**src/rtl/writeback_sequencer_pkg.sv**
```systemverilog
// Shared writeback definitions for the NAND CPU.
// Holds the order-queue entry layout and writeback field widths.
package writeback_sequencer_pkg;

    localparam int REG_ADDR_W = 4;
    localparam int DATA_W     = 16;

    typedef struct packed {
        logic                  is_load;
        logic                  filled;
        logic                  reg_write;
        logic [REG_ADDR_W-1:0] reg_addr;
        logic [DATA_W-1:0]     reg_data;
        logic                  ps_write;
        logic                  ps_data;
    } wb_entry_t;

endpackage

```
**src/rtl/writeback_sequencer_fill_select.sv**
```systemverilog
// Oldest-unfilled-load finder: scans the candidate mask starting at head.
// Produces a one-hot select of the first candidate and a found flag.
module wb_fill_select #(
    parameter int DEPTH = 4,
    localparam int PW   = $clog2(DEPTH)
) (
    input  logic [DEPTH-1:0] i_mask,
    input  logic [PW-1:0]    i_head,
    output logic [DEPTH-1:0] o_sel,
    output logic             o_found
);

    logic [PW-1:0] w_idx;

    always_comb begin
        o_sel   = '0;
        o_found = 1'b0;
        w_idx   = i_head;
        for (int k = 0; k < DEPTH; k++) begin
            if (!o_found && i_mask[w_idx]) begin
                o_sel[w_idx] = 1'b1;
                o_found      = 1'b1;
            end
            w_idx = w_idx + 1'b1;
        end
    end

endmodule

```
**src/rtl/writeback_sequencer.sv**
```systemverilog
// In-order writeback sequencer: queues retiring instructions, fills loads
// from memory responses, and drains one write per cycle to the register file.
module writeback_sequencer
    import writeback_sequencer_pkg::*;
#(
    parameter int DEPTH = 4,
    localparam int PW   = $clog2(DEPTH),
    localparam int CW   = PW + 1
) (
    input  logic                  clk,
    input  logic                  rst,
    input  logic                  act_valid,
    input  logic                  act_mem_access,
    input  logic                  act_reg_write,
    input  logic [REG_ADDR_W-1:0] act_reg_addr,
    input  logic [DATA_W-1:0]     act_reg_data,
    input  logic                  act_ps_write,
    input  logic                  act_ps_data,
    output logic                  act_stall,
    input  logic                  mem_resp_valid,
    input  logic [DATA_W-1:0]     mem_resp_data,
    output logic                  wb_valid,
    output logic                  wb_reg_write,
    output logic [REG_ADDR_W-1:0] wb_reg_addr,
    output logic [DATA_W-1:0]     wb_reg_data,
    output logic                  wb_ps_write,
    output logic                  wb_ps_data,
    output logic [CW-1:0]         loads_pending,
    output logic                  resp_error
);

    wb_entry_t      r_q [DEPTH];
    logic [PW-1:0]  r_head;
    logic [PW-1:0]  r_tail;
    logic [CW-1:0]  r_count;

    logic           w_accept;
    logic           w_enq;
    logic           w_enq_load;
    logic           w_pop;
    logic           w_fill;
    logic [DEPTH-1:0] w_mask;
    logic [DEPTH-1:0] w_sel;
    logic             w_found;
    logic [PW-1:0]    w_off [DEPTH];
    wb_entry_t        w_new;

    assign act_stall  = (r_count == CW'(DEPTH));
    assign w_accept   = act_valid && !act_stall;
    assign w_enq      = w_accept && (act_reg_write || act_ps_write);
    assign w_enq_load = w_enq && act_mem_access && act_reg_write;
    assign w_pop      = (r_count != '0) && r_q[r_head].filled;
    assign w_fill     = mem_resp_valid && w_found;

    always_comb begin
        w_new           = '0;
        w_new.is_load   = act_mem_access && act_reg_write;
        w_new.filled    = !(act_mem_access && act_reg_write);
        w_new.reg_write = act_reg_write;
        w_new.reg_addr  = act_reg_addr;
        w_new.reg_data  = act_reg_data;
        w_new.ps_write  = act_ps_write;
        w_new.ps_data   = act_ps_data;
    end

    // Only occupied slots (offset from head below count) are fill candidates.
    for (genvar g = 0; g < DEPTH; g++) begin : g_mask
        assign w_off[g]  = PW'(g) - r_head;
        assign w_mask[g] = ({1'b0, w_off[g]} < r_count)
                           && r_q[g].is_load && !r_q[g].filled;
    end

    wb_fill_select #(.DEPTH(DEPTH)) u_fill_select (
        .i_mask  (w_mask),
        .i_head  (r_head),
        .o_sel   (w_sel),
        .o_found (w_found)
    );

    always_ff @(posedge clk or posedge rst) begin
        if (rst) begin
            for (int i = 0; i < DEPTH; i++) r_q[i] <= '0;
            r_head        <= '0;
            r_tail        <= '0;
            r_count       <= '0;
            wb_valid      <= 1'b0;
            wb_reg_write  <= 1'b0;
            wb_reg_addr   <= '0;
            wb_reg_data   <= '0;
            wb_ps_write   <= 1'b0;
            wb_ps_data    <= 1'b0;
            loads_pending <= '0;
            resp_error    <= 1'b0;
        end else begin
            if (w_enq) begin
                r_q[r_tail] <= w_new;
                r_tail      <= r_tail + 1'b1;
            end
            if (w_fill) begin
                for (int i = 0; i < DEPTH; i++) begin
                    if (w_sel[i]) begin
                        r_q[i].reg_data <= mem_resp_data;
                        r_q[i].filled   <= 1'b1;
                    end
                end
            end
            if (mem_resp_valid && !w_found) resp_error <= 1'b1;
            if (w_pop) begin
                wb_valid     <= 1'b1;
                wb_reg_write <= r_q[r_head].reg_write;
                wb_reg_addr  <= r_q[r_head].reg_addr;
                wb_reg_data  <= r_q[r_head].reg_data;
                wb_ps_write  <= r_q[r_head].ps_write;
                wb_ps_data   <= r_q[r_head].ps_data;
                r_head       <= r_head + 1'b1;
            end else begin
                wb_valid     <= 1'b0;
            end
            r_count       <= r_count + CW'(w_enq) - CW'(w_pop);
            loads_pending <= loads_pending + CW'(w_enq_load) - CW'(w_fill);
        end
    end

endmodule
```
**config.mk**
```make
export PLATFORM = sky130hd
export DESIGN_NAME = writeback_sequencer
export DESIGN_NICKNAME = d
export VERILOG_FILES = /design/src/rtl/writeback_sequencer_pkg.sv /design/src/rtl/writeback_sequencer_fill_select.sv /design/src/rtl/writeback_sequencer.sv
export SDC_FILE = /design/constraint.sdc
export NUM_CORES = 1
export LEC_CHECK = 0
export CELL_PAD_IN_SITES_DETAIL_PLACEMENT = 1
export CELL_PAD_IN_SITES_GLOBAL_PLACEMENT = 2
export CORE_ASPECT_RATIO = 0.6
export CORE_MARGIN = 2
export CORE_UTILIZATION = 37
export CTS_CLUSTER_SIZE = 8
export DETAILED_ROUTE_END_ITERATION = 10
export PLACE_DENSITY_LB_ADDON = 0.1
export SLEW_MARGIN = 40
export SYNTH_ARGS = -nofsm -noshare
export SYNTH_HDL_FRONTEND = slang
export SYNTH_HIERARCHICAL = 1
export SYNTH_SLANG_ARGS = --single-unit
```
**constraint.sdc**
```tcl
create_clock -name clk -period 5.6 [get_ports clk]
set_clock_uncertainty 0.2 [all_clocks]
set_input_delay 0.84 -clock clk [delete_from_list [all_inputs] [get_ports clk]]
set_output_delay 0.84 -clock clk [all_outputs]
set_load 0.005 [all_outputs]
```
# [Word-level counts from Yosys, hierarchy flattened]
# Index checks and enable logic that the tools add are counted.
[classes] add_sub_neg=12 n_lt_le_gt_ge=15 eq_ne=1 mux=48 bitwise=5 reduce_logical=36
[op_table] op="16-bit two-way mux" count=8
[op_table] op="100-bit bitwise mux" count=1
[op_table] op="99-bit two-way mux" count=1
[op_table] op="25-bit binary-select mux with 2-bit select" count=1
[op_table] op="25-bit demux with 2-bit select" count=1
[op_table] op="24-bit two-way mux" count=2
[op_table] op="25-bit two-way mux" count=1
[op_table] op="1-bit logical AND" count=24
[op_table] op="1-bit two-way mux" count=21
[op_table] op="4-bit two-way mux" count=4
[op_table] op="2-bit by 3-bit less-than comparator with 1-bit output" count=4
[op_table] op="2-bit by 3-bit less-than comparator with 1-bit output (second input constant)" count=4
[op_table] op="4-bit OR" count=3
[op_table] op="1-bit zero test" count=10
[op_table] op="2-bit by 1-bit adder with 2-bit output (second input constant)" count=4
[op_table] op="1-bit binary-select mux with 2-bit select" count=4
[op_table] op="1-bit demux with 2-bit select" count=4
[op_table] op="2-bit by 1-bit greater-or-equal comparator with 1-bit output (second input constant)" count=4
[op_table] op="3-bit by 1-bit adder with 3-bit output" count=2
[op_table] op="3-bit greater-or-equal comparator (second input constant)" count=2
[op_table] op="2-bit inverter with 3-bit output" count=2
[op_table] op="3-bit by 1-bit subtractor with 3-bit output" count=2
[op_table] op="1-bit by 2-bit subtractor with 2-bit output (first input constant)" count=2
[op_table] op="2-bit subtractor (first input constant)" count=2
[op_table] op="4 further kinds" count=4
[word_totals] register_bits=135 input_bits=44 out_inout_bits=29 elab_cells=156

# [Longest topological paths before layout]
# Gate-level depths: netlist of the first run.
[logic_depth] depth_word=18 mapped_depth=18 mapped_depth_nobuf=16

# [Modules after synthesis]
# The synthesis of the first run kept the hierarchy.
[by_module_without_submodules] module="writeback_sequencer" n_inst=1 cells_per_inst=673 area_per_inst_um2=7000.5 seq_area_each_um2=3378.2
[by_module_without_submodules] module="wb_fill_select" n_inst=1 cells_per_inst=44 area_per_inst_um2=406.6 seq_area_each_um2=0.0

# [Worst setup path after synthesis of the first run]
# Ideal clock, no wire load.
[synth_path] kind="reg2reg" startpoint="reg r_head[1]" endpoint="reg loads_pending[2]" setup_ns=0.123 arrival_ns=4.097 required_ns=5.277 path_slack_ns=1.180 path_stages_with_launch=18 n_path_buf=2 synth_period_minus_slack_ns=4.420 cell_sequence="dfrtp_1 buf_2 buf_1 xor2_1 inv_1 ha_1 a21oi_1 o211a_1 mux4_2 a211o_2 and2_1 ha_1 inv_1 ha_1 inv_1 fa_1 xnor2_1 xnor2_1"
[synth_via] elab_chain_len=18 elab_cells_between_ends=39 classes_between="8 x add/sub; 4 x order compare; 12 x mux; 15 x reduce/logical"
[synth_lines] item="start, declared" line_no="writeback_sequencer.sv:33" text="logic [PW-1:0] r_head;"
[synth_lines] item="start signal, assigned" line_no="writeback_sequencer.sv:115" text="r_head <= r_head + 1'b1;"
[synth_lines] item="2-bit subtractor (*)" line_no="writeback_sequencer.sv:68" text="assign w_off[g] = PW'(g) - r_head;"
[synth_lines] item="2-bit by 3-bit less-than comparator with 1-bit output (*)" line_no="writeback_sequencer.sv:69" text="assign w_mask[g] = ({1'b0, w_off[g]} < r_count)"
[synth_lines] item="1-bit logical AND (*) (2 in series)" line_no="writeback_sequencer.sv:70" text="&& r_q[g].is_load && !r_q[g].filled;"
[synth_lines] item="via w_mask[2]" line_no="writeback_sequencer.sv:42" text="logic [DEPTH-1:0] w_mask;"
[synth_lines] item="1-bit binary-select mux with 2-bit select" line_no="writeback_sequencer_fill_select.sv:20" text="if (!o_found && i_mask[w_idx]) begin"
[synth_lines] item="1-bit two-way mux (implied by the code)" line_no="writeback_sequencer_fill_select.sv:20"
[synth_lines] item="1-bit two-way mux" line_no="writeback_sequencer_fill_select.sv:20"
[synth_lines] item="1-bit zero test" line_no="writeback_sequencer_fill_select.sv:20"
[synth_lines] item="[... 3 more ...]"
[synth_lines] item="1-bit logical AND" line_no="writeback_sequencer_fill_select.sv:20"
[synth_lines] item="1-bit two-way mux" line_no="writeback_sequencer_fill_select.sv:20"
[synth_lines] item="1-bit zero test" line_no="writeback_sequencer_fill_select.sv:20"
[synth_lines] item="1-bit logical AND" line_no="writeback_sequencer_fill_select.sv:20"
[synth_lines] item="1-bit two-way mux (*)" line_no="writeback_sequencer_fill_select.sv:20"
[synth_lines] item="via w_found" line_no="writeback_sequencer.sv:44" text="logic w_found;"
[synth_lines] item="1-bit logical AND (*)" line_no="writeback_sequencer.sv:53" text="assign w_fill = mem_resp_valid && w_found;"
[synth_lines] item="3-bit by 1-bit subtractor with 3-bit output (*)" line_no="writeback_sequencer.sv:120" text="loads_pending <= loads_pending + CW'(w_enq_load) - CW'(w_fill);"
[synth_lines] item="end signal, assigned" line_no="writeback_sequencer.sv:120"
[synth_lines] item="end, declared" line_no="writeback_sequencer.sv:28" text="output logic [CW-1:0] loads_pending,"
# Mark *: on every way through the listed nets, which the timed path passes. The rest lies on a longest branch. The select of a mux whose other input is x is not followed.
# A chain may end at the register's enable or synchronous reset.

# [Final worst setup path of the first run]
[layout_path] startpoint="reg r_head[0]" endpoint="reg loads_pending[2]"
# The elaborated chain is that of the path after synthesis.

==> results.txt, run 1 <==
Sum of overflow across all layers after global routing: 0
Start point of the critical path: r_head[0]$_DFFE_PP0P_
Required time of the critical path: 5750 ps
Sequential group share of total power: 32.0%
Buffers plus inverters on the worst setup path: 4
Routed WL: 25320 um
Sort of element at the end of the critical path: register
Quantity of hold-fixing buffers added after cts: 0
Number of different library cells in the post-synthesis netlist: 49
Worst VDD drop: 305.3 uV
Syn Inst Count: 717
Die area: 21200 sq um
Deepest clock path buffer count: 2
Top Ports: 73
PortBufs: 72
Clock insertion delay at the later pin of the skew report: 430 ps
Critical-path cell list: buf_4, xor2_1, inv_1, ha_1, a21oi_1, o211a_1, mux4_2, a211o_2, and2_1, ha_1, inv_1, ha_1, inv_1, fa_1, xnor2_1, xnor2_1
Crit share post-route: 74.56%
Slowest Stage Delay on Critical Path: 600 ps
Core Rows: 40
Post-Route Utilization: 45.26%
Cell types occupying the most area after synthesis: dfrtp_1 46%, mux2_4 5.7%, a31oi_1 5.5%
Critical Path Fanout Max: 22
Share of final-layout standard cells stronger than drive strength 1: 15.55%
Clock-pin slew reported for the worst setup and hold paths after clock tree synthesis: 60 ps
Capturing instance or port of the critical path: loads_pending[2]$_DFF_PP0_
Standard cell with the maximum stage delay on the critical path: mux4_2
Clock network power share: 22.1%
WP data arrival: 4320 ps
RR Endpoint: loads_pending[2]$_DFF_PP0_
Dominant cell type by area after synthesis: dfrtp_1
Initial antenna violation count: 0
Setup bufs post-CTS: 0
DR WL/cell: 24.09 um
Share of the synthesized area in the top cell type: 45.61%
DRC Markers: 0
Per-instance average area after synthesis: 10.33 sq um
Number of cell instances on the worst register-to-register path: 16
Drt via density: 5.901
Fill cells: 2166
Static leakage: 3.820 nW
Cell area power density: 609.3 nW/um^2
Worst Max-Slew Pin Slew: 889.5 ps
Number of nets in the finished design: 831
Number of slew-limit violations in the final report: 0
Setup total negative slack: 0 ps
Leading post-synthesis cells by instance count: 135 x dfrtp_1, 68 x nand3_1, 65 x a31oi_1, 65 x nor2_1, 49 x o21ai_0
Global Route Usage Sum: 24.64%
Post-cts sizing count: 0
GPL Wtd Cong: 0.8148
Critical path depth: 16
Proportion of total power due to net switching: 38.46%
Starting density of the core: 37.37%
First-pass detailed-route iteration total: 5
Total power of the final layout: 5.465 mW
Synthesized area: 7407 sq um
CORE AREA: 19820 sq um
Slack of the worst reg-to-reg path: 1420 ps
Synth async-reset ratio: 100.0%
Ant diodes: 0
Kind of cell adding the most delay to the critical path: adder cells
Wire length of the first global-routing pass: 39920 um
Net switching power: 2.102 mW
Number of nets in the synthesized netlist: 783
Class of the tightest hold or removal check: register to register
Width of the chip: 186.7 um
Maximum number of pins on one net before global-route repair: 104
Run status: finished clean
Unrepaired setup endpoints after global routing: false
Max_cap viols: 0
Post-DRT Antenna Nets: 0
# H-tree levels: 4
Time the worst path needs with I/O delays and setup: 4175 ps
Relative slew margins: 40.70%
Comb power frac: 46.0%
Primary FF master, synth: dfrtp_1
Element type at the critical path start: register
Die boundary height: 113.6 um
Area grow syn2layout: 21.10%
Critical register-to-register path startpoint: r_head[0]$_DFFE_PP0P_
Number of warnings issued by yosys: 6
Number of hold violations in the final report: 0
Register area share after synthesis: 45.61%
Cts bufs inserted: 17
Count leader, synth: dfrtp_1
Detailed-route via count: 6202
Total clock sinks: 135
Vias in the first global route: 6687
Maximum clock frequency: 239.5 MHz
Post-synth EDFFs: 0
Synthesis-stage register bit count: 135
Crit Path Category: register to register
Dpl hpwl: 15330 um
TritonCTS clock tree: yes
Cell at the root of the clock tree: clkbuf_16
Final setup violation count: 0
Initial DRC count: 404
Cell Int Power: 3.363 mW
-- layer usage --
| metal | GRT usage (%) | wire (um) | vias to the layer above |
|---|---|---|---|
| met3 | 5.385 | 1088 | 23 |
| met4 | 6.667 | 325 | 0 |
| met1 | 34.86 | 12500 | 3266 |
| met5 | 0 | 0 | - |
| li1 | - | - | 2753 |
| met2 | 38.34 | 11410 | 160 |
-- logic make-up (layout without fill, tap and decap cells) --
kind of cell | after synthesis | after routing | synth area share (%)
buffers and inverters | 79 | 140 | 5.101
flip-flops | 135 | 135 | 45.61
AO/OA/AOI/OAI | 200 | 200 | 17.74
XOR/XNOR | 6 | 6 | 0.7095
multiplexers | 83 | 83 | 14.19
adder cells (fa/ha/maj) | 22 | 22 | 3.919
AND/OR/NAND/NOR | 192 | 192 | 12.74
-- state kept, by name, indices dropped and copies added (netlist names), 2 cells and up --
name           cells
r_q              100
wb_reg_data       16
wb_reg_addr        4
loads_pending      3
r_count            3
r_head             2
r_tail             2
-- worst min path at each step --
stage,to,start,slack (ps),depth (start not counted)
global route,resp_error$_DFFE_PP0P_,resp_error$_DFFE_PP0P_,290,1
detailed placement,resp_error$_DFFE_PP0P_,resp_error$_DFFE_PP0P_,250,1
CTS,resp_error$_DFFE_PP0P_,resp_error$_DFFE_PP0P_,270,1
global placement,resp_error$_DFFE_PP0P_,resp_error$_DFFE_PP0P_,250,1
finish,resp_error$_DFFE_PP0P_,resp_error$_DFFE_PP0P_,260,1
floorplan,resp_error$_DFFE_PP0P_,resp_error$_DFFE_PP0P_,250,1
-- power by group through the flow --
stage | Combinational (mW) | Sequential [mW] | Clock (mW)
after floorplan | 1.73 | 1.66 | 0
after global placement | 2.41 | 1.72 | 0
after detailed placement | 2.50 | 1.75 | 0
after CTS | 2.52 | 1.74 | 1.23
after global routing | 2.72 | 1.80 | 1.27
final | 2.51 | 1.75 | 1.21
-- placed cells by master, fill, tap and decap left out, types with 20 or more instances in the layout --
master and count:
nor2_1 65, nor3_1 29, mux2i_1 26, mux2_4 28, o21ai_1 31, nand3_1 68
ha_1 20, clkdlybuf4s50_1 72, mux2_2 24, dfrtp_1 134, a31oi_1 65, a221o_1 27
o21ai_0 49
-- area by class of cell --
cell class | count | area [sq um] | share of cell area, %
clock buffers | 23 | 467.9 | 5.217
clock inverters | 9 | 147.6 | 1.646
inverters | 19 | 86.33 | 0.9625
multi-input cells | 503 | 3691 | 41.15
flip-flops and latches | 135 | 3379 | 37.68
well taps | 273 | 341.6 | 3.808
repair buffers | 89 | 855.8 | 9.541
-- through the flow --
step	setup WS (ps)	cell area [sq um]	cells	hold WS [ps]
2_1_floorplan	948.9	7407	717	251.0
3_5_place_dp	1504	8337	1019	253.3
3_3_place_gp	1574	8322	1019	246.7
5_1_grt	1179	8970	1051	291.6
4_1_cts	1398	8952	1051	266.9
6_report	1425	8970	1051	260.2
(Power assumes the default switching activity.)
==> inputs of run 2 (changes only) <==
clock period = 4.05 ns   (was 5.6 ns; I/O delays follow)
==> results.txt, run 2 (synthesis results as in run 1) <==
Element type at the critical path start: register (unchanged)
Critical-path cell list: xor2_2, inv_1, ha_1, a21oi_1, o211a_1, mux4_2, a211o_4, and2_1, ha_1, inv_1, ha_1, inv_1, fa_1, xnor2_2, xnor2_1 (was buf_4, xor2_1, inv_1, ha_1, a21oi_1, o211a_1, mux4_2, a211o_2, and2_1, ha_1, inv_1, ha_1, inv_1, fa_1, xnor2_1, xnor2_1)
Total clock sinks: 135 (unchanged)
Total power of the final layout: 7.553 mW (was 5.465 mW)
Buffers plus inverters on the worst setup path: 3 (was 4)
Wire length of the first global-routing pass: 39700 um (was 39920 um)
Relative slew margins: 45.96% (was 40.70%)
Class of the tightest hold or removal check: register to register (unchanged)
Register bank with the most flops: r_q (unchanged)
Final setup violation count: 0 (unchanged)
Die boundary height: 113.6 um (unchanged)
Worst VDD drop: 811.3 uV (was 305.3 uV)
Initial DRC count: 337 (was 404)
Area of the multi-input gates: 3700 sq um (was 3691 sq um)
Number of flip-flops under the largest register name: 100 (unchanged)
Cts bufs inserted: 17 (unchanged)
Kind of cell adding the most delay to the critical path: adder cells (unchanged)
Crit Path Category: register to register (unchanged)
GPL Wtd Cong: 0.7397 (was 0.8148)
Instance count after placement with tap cells included: 1025 (was 1019)
Number of cell instances on the worst register-to-register path: 15 (was 16)
Cell at the root of the clock tree: clkbuf_16 (unchanged)
Run status: finished clean (unchanged)
Worst Max-Slew Pin Slew: 810.6 ps (was 889.5 ps)
Initial antenna violation count: 0 (unchanged)
Crit share post-route: 96.43% (was 74.56%)
PortBufs: 72 (unchanged)
Vias in the first global route: 6753 (was 6687)
Ant diodes: 0 (unchanged)
Critical register-to-register path startpoint: r_head[1]$_DFFE_PP0P_ (was r_head[0]$_DFFE_PP0P_)
Number of nets in the finished design: 838 (was 831)
Drt via density: 5.812 (was 5.901)
Detailed-route via count: 6143 (was 6202)
Clock insertion delay at the later pin of the skew report: 420 ps (was 430 ps)
Die area: 21200 sq um (unchanged)
Maximum number of pins on one net before global-route repair: 78 (was 104)
# H-tree levels: 4 (unchanged)
RR Endpoint: loads_pending[2]$_DFF_PP0_ (unchanged)
Commonest non-fill, non-tap cells in the layout: 133 x dfrtp_1, 72 x clkdlybuf4s50_1, 68 x nand3_1 (was 134 x dfrtp_1, 72 x clkdlybuf4s50_1, 68 x nand3_1)
DRC Markers: 0 (unchanged)
Min-Delay Path Depth: 1 (unchanged)
Min-Delay Endpoint: resp_error$_DFFE_PP0P_ (unchanged)
Top flop regs: r_q x100, wb_reg_data x16, wb_reg_addr x4 (unchanged)
Slack of the worst reg-to-reg path: 140 ps (was 1420 ps)
Number of slew-limit violations in the final report: 0 (unchanged)
Sum of overflow across all layers after global routing: 0 (unchanged)
Clock-pin slew reported for the worst setup and hold paths after clock tree synthesis: 60 ps (about the same)
FF+latch area: 3381 sq um (was 3379 sq um)
Time the worst path needs with I/O delays and setup: 3905 ps (was 4175 ps)
DR WL/cell: 23.30 um (was 24.09 um)
TritonCTS clock tree: yes (unchanged)
Post-Route Utilization: 45.58% (was 45.26%)
Area grow syn2layout: 21.96% (was 21.10%)
Slowest Stage Delay on Critical Path: 530 ps (was 600 ps)
Sort of element at the end of the critical path: register (unchanged)
Post-DRT Antenna Nets: 0 (unchanged)
Critical hold path startpoint: resp_error$_DFFE_PP0P_ (unchanged)
Dpl hpwl: 15240 um (was 15330 um)
Worst hold margin: 259.9 ps (was 260.2 ps)
Static leakage: 3.852 nW (was 3.820 nW)
Global Route Usage Sum: 24.28% (was 24.64%)
Number of hold violations in the final report: 0 (unchanged)
Maximum clock frequency: 256.1 MHz (was 239.5 MHz)
Standard cell with the maximum stage delay on the critical path: mux4_2 (unchanged)
Cell area power density: 836.1 nW/um^2 (was 609.3 nW/um^2)
Most common cell after layout, fill and taps aside: dfrtp_1 (unchanged)
First-pass detailed-route iteration total: 4 (was 5)
Critical path depth: 15 (was 16)
Critical Path Fanout Max: 6 (was 22)
Final Non-Filler Cells: 1057 (was 1051)
Starting density of the core: 37.37% (unchanged)
Core Rows: 40 (unchanged)
Required time of the critical path: 4160 ps (was 5750 ps)
Routed WL: 24630 um (was 25320 um)
Deepest clock path buffer count: 2 (unchanged)
Share of final-layout standard cells stronger than drive strength 1: 17.22% (was 15.55%)
CORE AREA: 19820 sq um (unchanged)
WP data arrival: 4010 ps (was 4320 ps)
Top Ports: 73 (unchanged)
Max_cap viols: 0 (unchanged)
Fill cells: 2186 (was 2166)
Width of the chip: 186.7 um (unchanged)
[run 2: cell count changes in the layout (fill, tap and decap cells not counted), sizes merged]
cell      before  now
buf           17   24
clkbuf        23   20
clkinv         5    3
bufinv         4    3
clkinvlp       1    5
inv           18   19
[run 2: metal layers]
layer  wire [um]  track usage (%)  part of all wire, %  vias up
met3         721            3.538                  2.9       21
met1       12490            35.55                   51     3242
met5           0                0                    0        -
li1            -                -                    -     2768
met4         258            5.873                  1.0        0
met2       11150            38.04                   45      112
[run 2: final cells by class]
class                      count  share of cell area, %
clock buffer                  20                  5.166
clock inverter                11                  1.634
inverter                      19                 0.8864
multi-input combinational    503                  40.96
sequential                   135                  37.42
tap                          273                  3.781
timing repair buffer          96                  10.15
[run 2: how the worst max path moves through the flow]
stage | startpoint | endpoint | slack (ps)
after detailed placement | r_count[1]$_DFF_PP0_ | loads_pending[2]$_DFF_PP0_ | 40
after global placement | r_count[1]$_DFF_PP0_ | loads_pending[2]$_DFF_PP0_ | 200
after CTS | r_head[1]$_DFFE_PP0P_ | loads_pending[2]$_DFF_PP0_ | 70
after global routing | r_head[1]$_DFFE_PP0P_ | loads_pending[2]$_DFF_PP0_ | -10
final | r_head[1]$_DFFE_PP0P_ | loads_pending[2]$_DFF_PP0_ | 140
after floorplan | r_head[1]$_DFFE_PP0P_ | loads_pending[2]$_DFF_PP0_ | -100
[run 2: power by group]
group          leakage [nW]  internal [mW]  switching, mW
logic                  1.90           1.63           1.86
clock network         0.291           1.01          0.629
registers              1.66           2.00          0.419
total                  3.85           4.65           2.91
[run 2: what timing repair did]
item	4_1_cts	5_1_grt
endpoints found under the setup margin	1	1
buffers inserted	0	1
resized for setup	1	6
cloned	0	0
hold buffers	0	0
[run 2: worst register-to-register path, stage by stage (launching register included)]
cell and delay [ps]:
dfrtp_2 450, xor2_2 160, inv_1 70, ha_1 280, a21oi_1 60, o211a_1 270
mux4_2 530, a211o_4 370, and2_1 180, ha_1 290, inv_1 60, ha_1 130
inv_1 50, fa_1 400, xnor2_2 160, xnor2_1 130
[run 2: through the flow]
| step | TNS, ps | area, sq um | setup WS (ps) |
|---|---|---|---|
| 3_3_place_gp | 0 | 8378 | 195.9 |
| 6_report | 0 | 9034 | 144.6 |
| 4_1_cts | 0 | 8996 | 74.59 |
| 2_1_floorplan | -102.1 | 7413 | -102.1 |
| 3_5_place_dp | 0 | 8382 | 36.17 |
| 5_1_grt | -14.24 | 9034 | -14.24 |
==> inputs of run 3 (changes only) <==
CORE_MARGIN = unset   (was 2)
==> results.txt, run 3 (synthesis results as in run 1) <==
Instance count after placement with tap cells included: 1016 (was 1025)
Post-layout worst setup margin: 219.4 ps (was 144.6 ps)
Crit Path Category: register to register (unchanged)
Top flop regs: r_q x100, wb_reg_data x16, wb_reg_addr x4 (unchanged)
Net switching power: 2.909 mW (was 2.906 mW)
Die area: 20610 sq um (was 21200 sq um)
# H-tree levels: 4 (unchanged)
Number of slew-limit violations in the final report: 0 (unchanged)
Drt via density: 5.923 (was 5.812)
Width of the chip: 184.7 um (was 186.7 um)
Wire length of the first global-routing pass: 39410 um (was 39700 um)
RR Endpoint: loads_pending[2]$_DFF_PP0_ (unchanged)
Number of cell instances on the worst register-to-register path: 15 (unchanged)
Run status: finished clean (unchanged)
Core Rows: 39 (was 40)
Min-Delay Endpoint: resp_error$_DFFE_PP0P_ (unchanged)
Quantity of hold-fixing buffers added after cts: 0 (unchanged)
Number of nets in the finished design: 837 (was 838)
Max_cap viols: 0 (unchanged)
Relative slew margins: 44.74% (was 45.96%)
Required time of the critical path: 4170 ps (was 4160 ps)
First-pass detailed-route iteration total: 5 (was 4)
Share of final-layout standard cells stronger than drive strength 1: 17.22% (unchanged)
Sequential group share of total power: 32.4% (was 32.0%)
Time the worst path needs with I/O delays and setup: 3831 ps (was 3905 ps)
Cts bufs inserted: 17 (unchanged)
Top Ports: 73 (unchanged)
Initial antenna violation count: 0 (unchanged)
Maximum number of pins on one net before global-route repair: 81 (was 78)
Worst Max-Slew Pin Slew: 828.9 ps (was 810.6 ps)
Critical register-to-register path startpoint: r_head[1]$_DFFE_PP0P_ (unchanged)
CORE AREA: 19320 sq um (was 19820 sq um)
Register bank with the most flops: r_q (unchanged)
Area grow syn2layout: 21.67% (was 21.96%)
Fill cells: 2144 (was 2186)
PortBufs: 72 (unchanged)
Maximum clock frequency: 261.1 MHz (was 256.1 MHz)
Cell at the root of the clock tree: clkbuf_16 (unchanged)
Total power of the final layout: 7.520 mW (was 7.553 mW)
Cell Int Power: 4.612 mW (was 4.647 mW)
Class of the tightest hold or removal check: register to register (unchanged)
Most common cell after layout, fill and taps aside: dfrtp_1 (unchanged)
Critical Path Fanout Max: 6 (unchanged)
Commonest non-fill, non-tap cells in the layout: 133 x dfrtp_1, 72 x clkdlybuf4s50_1, 68 x nand3_1 (unchanged)
Sum of overflow across all layers after global routing: 0 (unchanged)
Global Route Usage Sum: 25.44% (was 24.28%)
Final setup violation count: 0 (unchanged)
Starting density of the core: 38.33% (was 37.37%)
TritonCTS clock tree: yes (unchanged)
Proportion of total power due to net switching: 38.68% (was 38.48%)
Crit share post-route: 94.58% (was 96.43%)
Post-DRT Antenna Nets: 0 (unchanged)
Area of the multi-input gates: 3711 sq um (was 3700 sq um)
Clock-pin slew reported for the worst setup and hold paths after clock tree synthesis: 60 ps (about the same)
Deepest clock path buffer count: 2 (unchanged)
Clock network power share: 20.9% (was 21.8%)
Cell area power density: 834.4 nW/um^2 (was 836.1 nW/um^2)
Ant diodes: 0 (unchanged)
GPL Wtd Cong: 0.8128 (was 0.7397)
Unrepaired setup endpoints after global routing: false
Setup total negative slack: 0 ps (unchanged)
Detailed-route via count: 6219 (was 6143)
Sort of element at the end of the critical path: register (unchanged)
Clock insertion delay at the later pin of the skew report: 430 ps (was 420 ps)
Comb power frac: 46.7% (was 46.2%)
Number of hold violations in the final report: 0 (unchanged)
Worst VDD drop: 687.3 uV (was 811.3 uV)
DR WL/cell: 23.71 um (was 23.30 um)
Static leakage: 3.844 nW (was 3.852 nW)
Routed WL: 24890 um (was 24630 um)
Number of flip-flops under the largest register name: 100 (unchanged)
Critical hold path startpoint: resp_error$_DFFE_PP0P_ (unchanged)
WP data arrival: 3950 ps (was 4010 ps)
Initial DRC count: 428 (was 337)
Final Non-Filler Cells: 1050 (was 1057)
Dpl hpwl: 15250 um (was 15240 um)
Slack of the worst reg-to-reg path: 220 ps (was 140 ps)
Die boundary height: 111.6 um (was 113.6 um)
DP Worst Slack: 96.74 ps (was 36.17 ps)
DRC Markers: 0 (unchanged)
Min-Delay Path Depth: 1 (unchanged)
Total clock sinks: 135 (unchanged)
Vias in the first global route: 6654 (was 6753)
Element type at the critical path start: register (unchanged)
FF+latch area: 3381 sq um (unchanged)
## run 3: worst max-delay path by stage
stage                                             to  cells past startpoint  slack (ps)                   from
after floorplan           loads_pending[2]$_DFF_PP0_                     17        -100  r_head[1]$_DFFE_PP0P_
after global placement    loads_pending[2]$_DFF_PP0_                     15         180   r_count[1]$_DFF_PP0_
after detailed placement  loads_pending[2]$_DFF_PP0_                     15         100   r_count[1]$_DFF_PP0_
after CTS                 loads_pending[2]$_DFF_PP0_                     15          70   r_count[1]$_DFF_PP0_
after global routing      loads_pending[2]$_DFF_PP0_                     15          10  r_head[1]$_DFFE_PP0P_
final                     loads_pending[2]$_DFF_PP0_                     15         220  r_head[1]$_DFFE_PP0P_
## run 3: metrics by stage
stage	hold WS [ps]	cell area, sq um	utilization, %
floorplan	251.0	7413	-
global placement	268.1	8367	43.30
detailed placement	257.3	8371	43.32
CTS	271.4	8956	46.35
global route	306.4	9012	46.64
finish	267.4	9012	46.64
## run 3: what timing repair did
item	in CTS	in global routing
endpoints found under the setup margin	0	2
resized for setup	0	8
endpoints found under the hold margin	0	0
setup buffers	0	2
## run 3: worst max-delay path: stages, from the launching register on
cell,delay [ps]
dfrtp_2,450
xor2_2,210
inv_1,60
ha_1,270
a21oi_1,60
o211a_1,270
mux4_2,520
a211o_4,370
and2_1,180
ha_1,280
inv_1,50
ha_1,130
inv_1,50
fa_2,350
xnor2_2,140
xnor2_1,120
## run 3: power groups by stage
stage	sequential, mW	clock, mW	combinational (mW)
2_1_floorplan	2.29	0	2.39
3_3_place_gp	2.38	0	3.34
3_5_place_dp	2.43	0	3.45
4_1_cts	2.42	1.60	3.48
5_1_grt	2.51	1.65	3.81
6_report	2.43	1.57	3.51
## run 3: per-layer routing
metal  global-route usage, %  part of all wire [%]
met3                   5.070                   4.7
met2                   37.33                    44
met1                   38.03                    50
met4                   6.556                   1.1
met5                       0                     0
## run 3: area by class of cell
cell class	count	area share, %
clock buffer	23	5.414
clock inverter	9	1.083
inverter	19	0.8885
multi-input combinational	503	41.18
sequential	135	37.51
tap	266	3.693
timing repair buffer	95	10.23
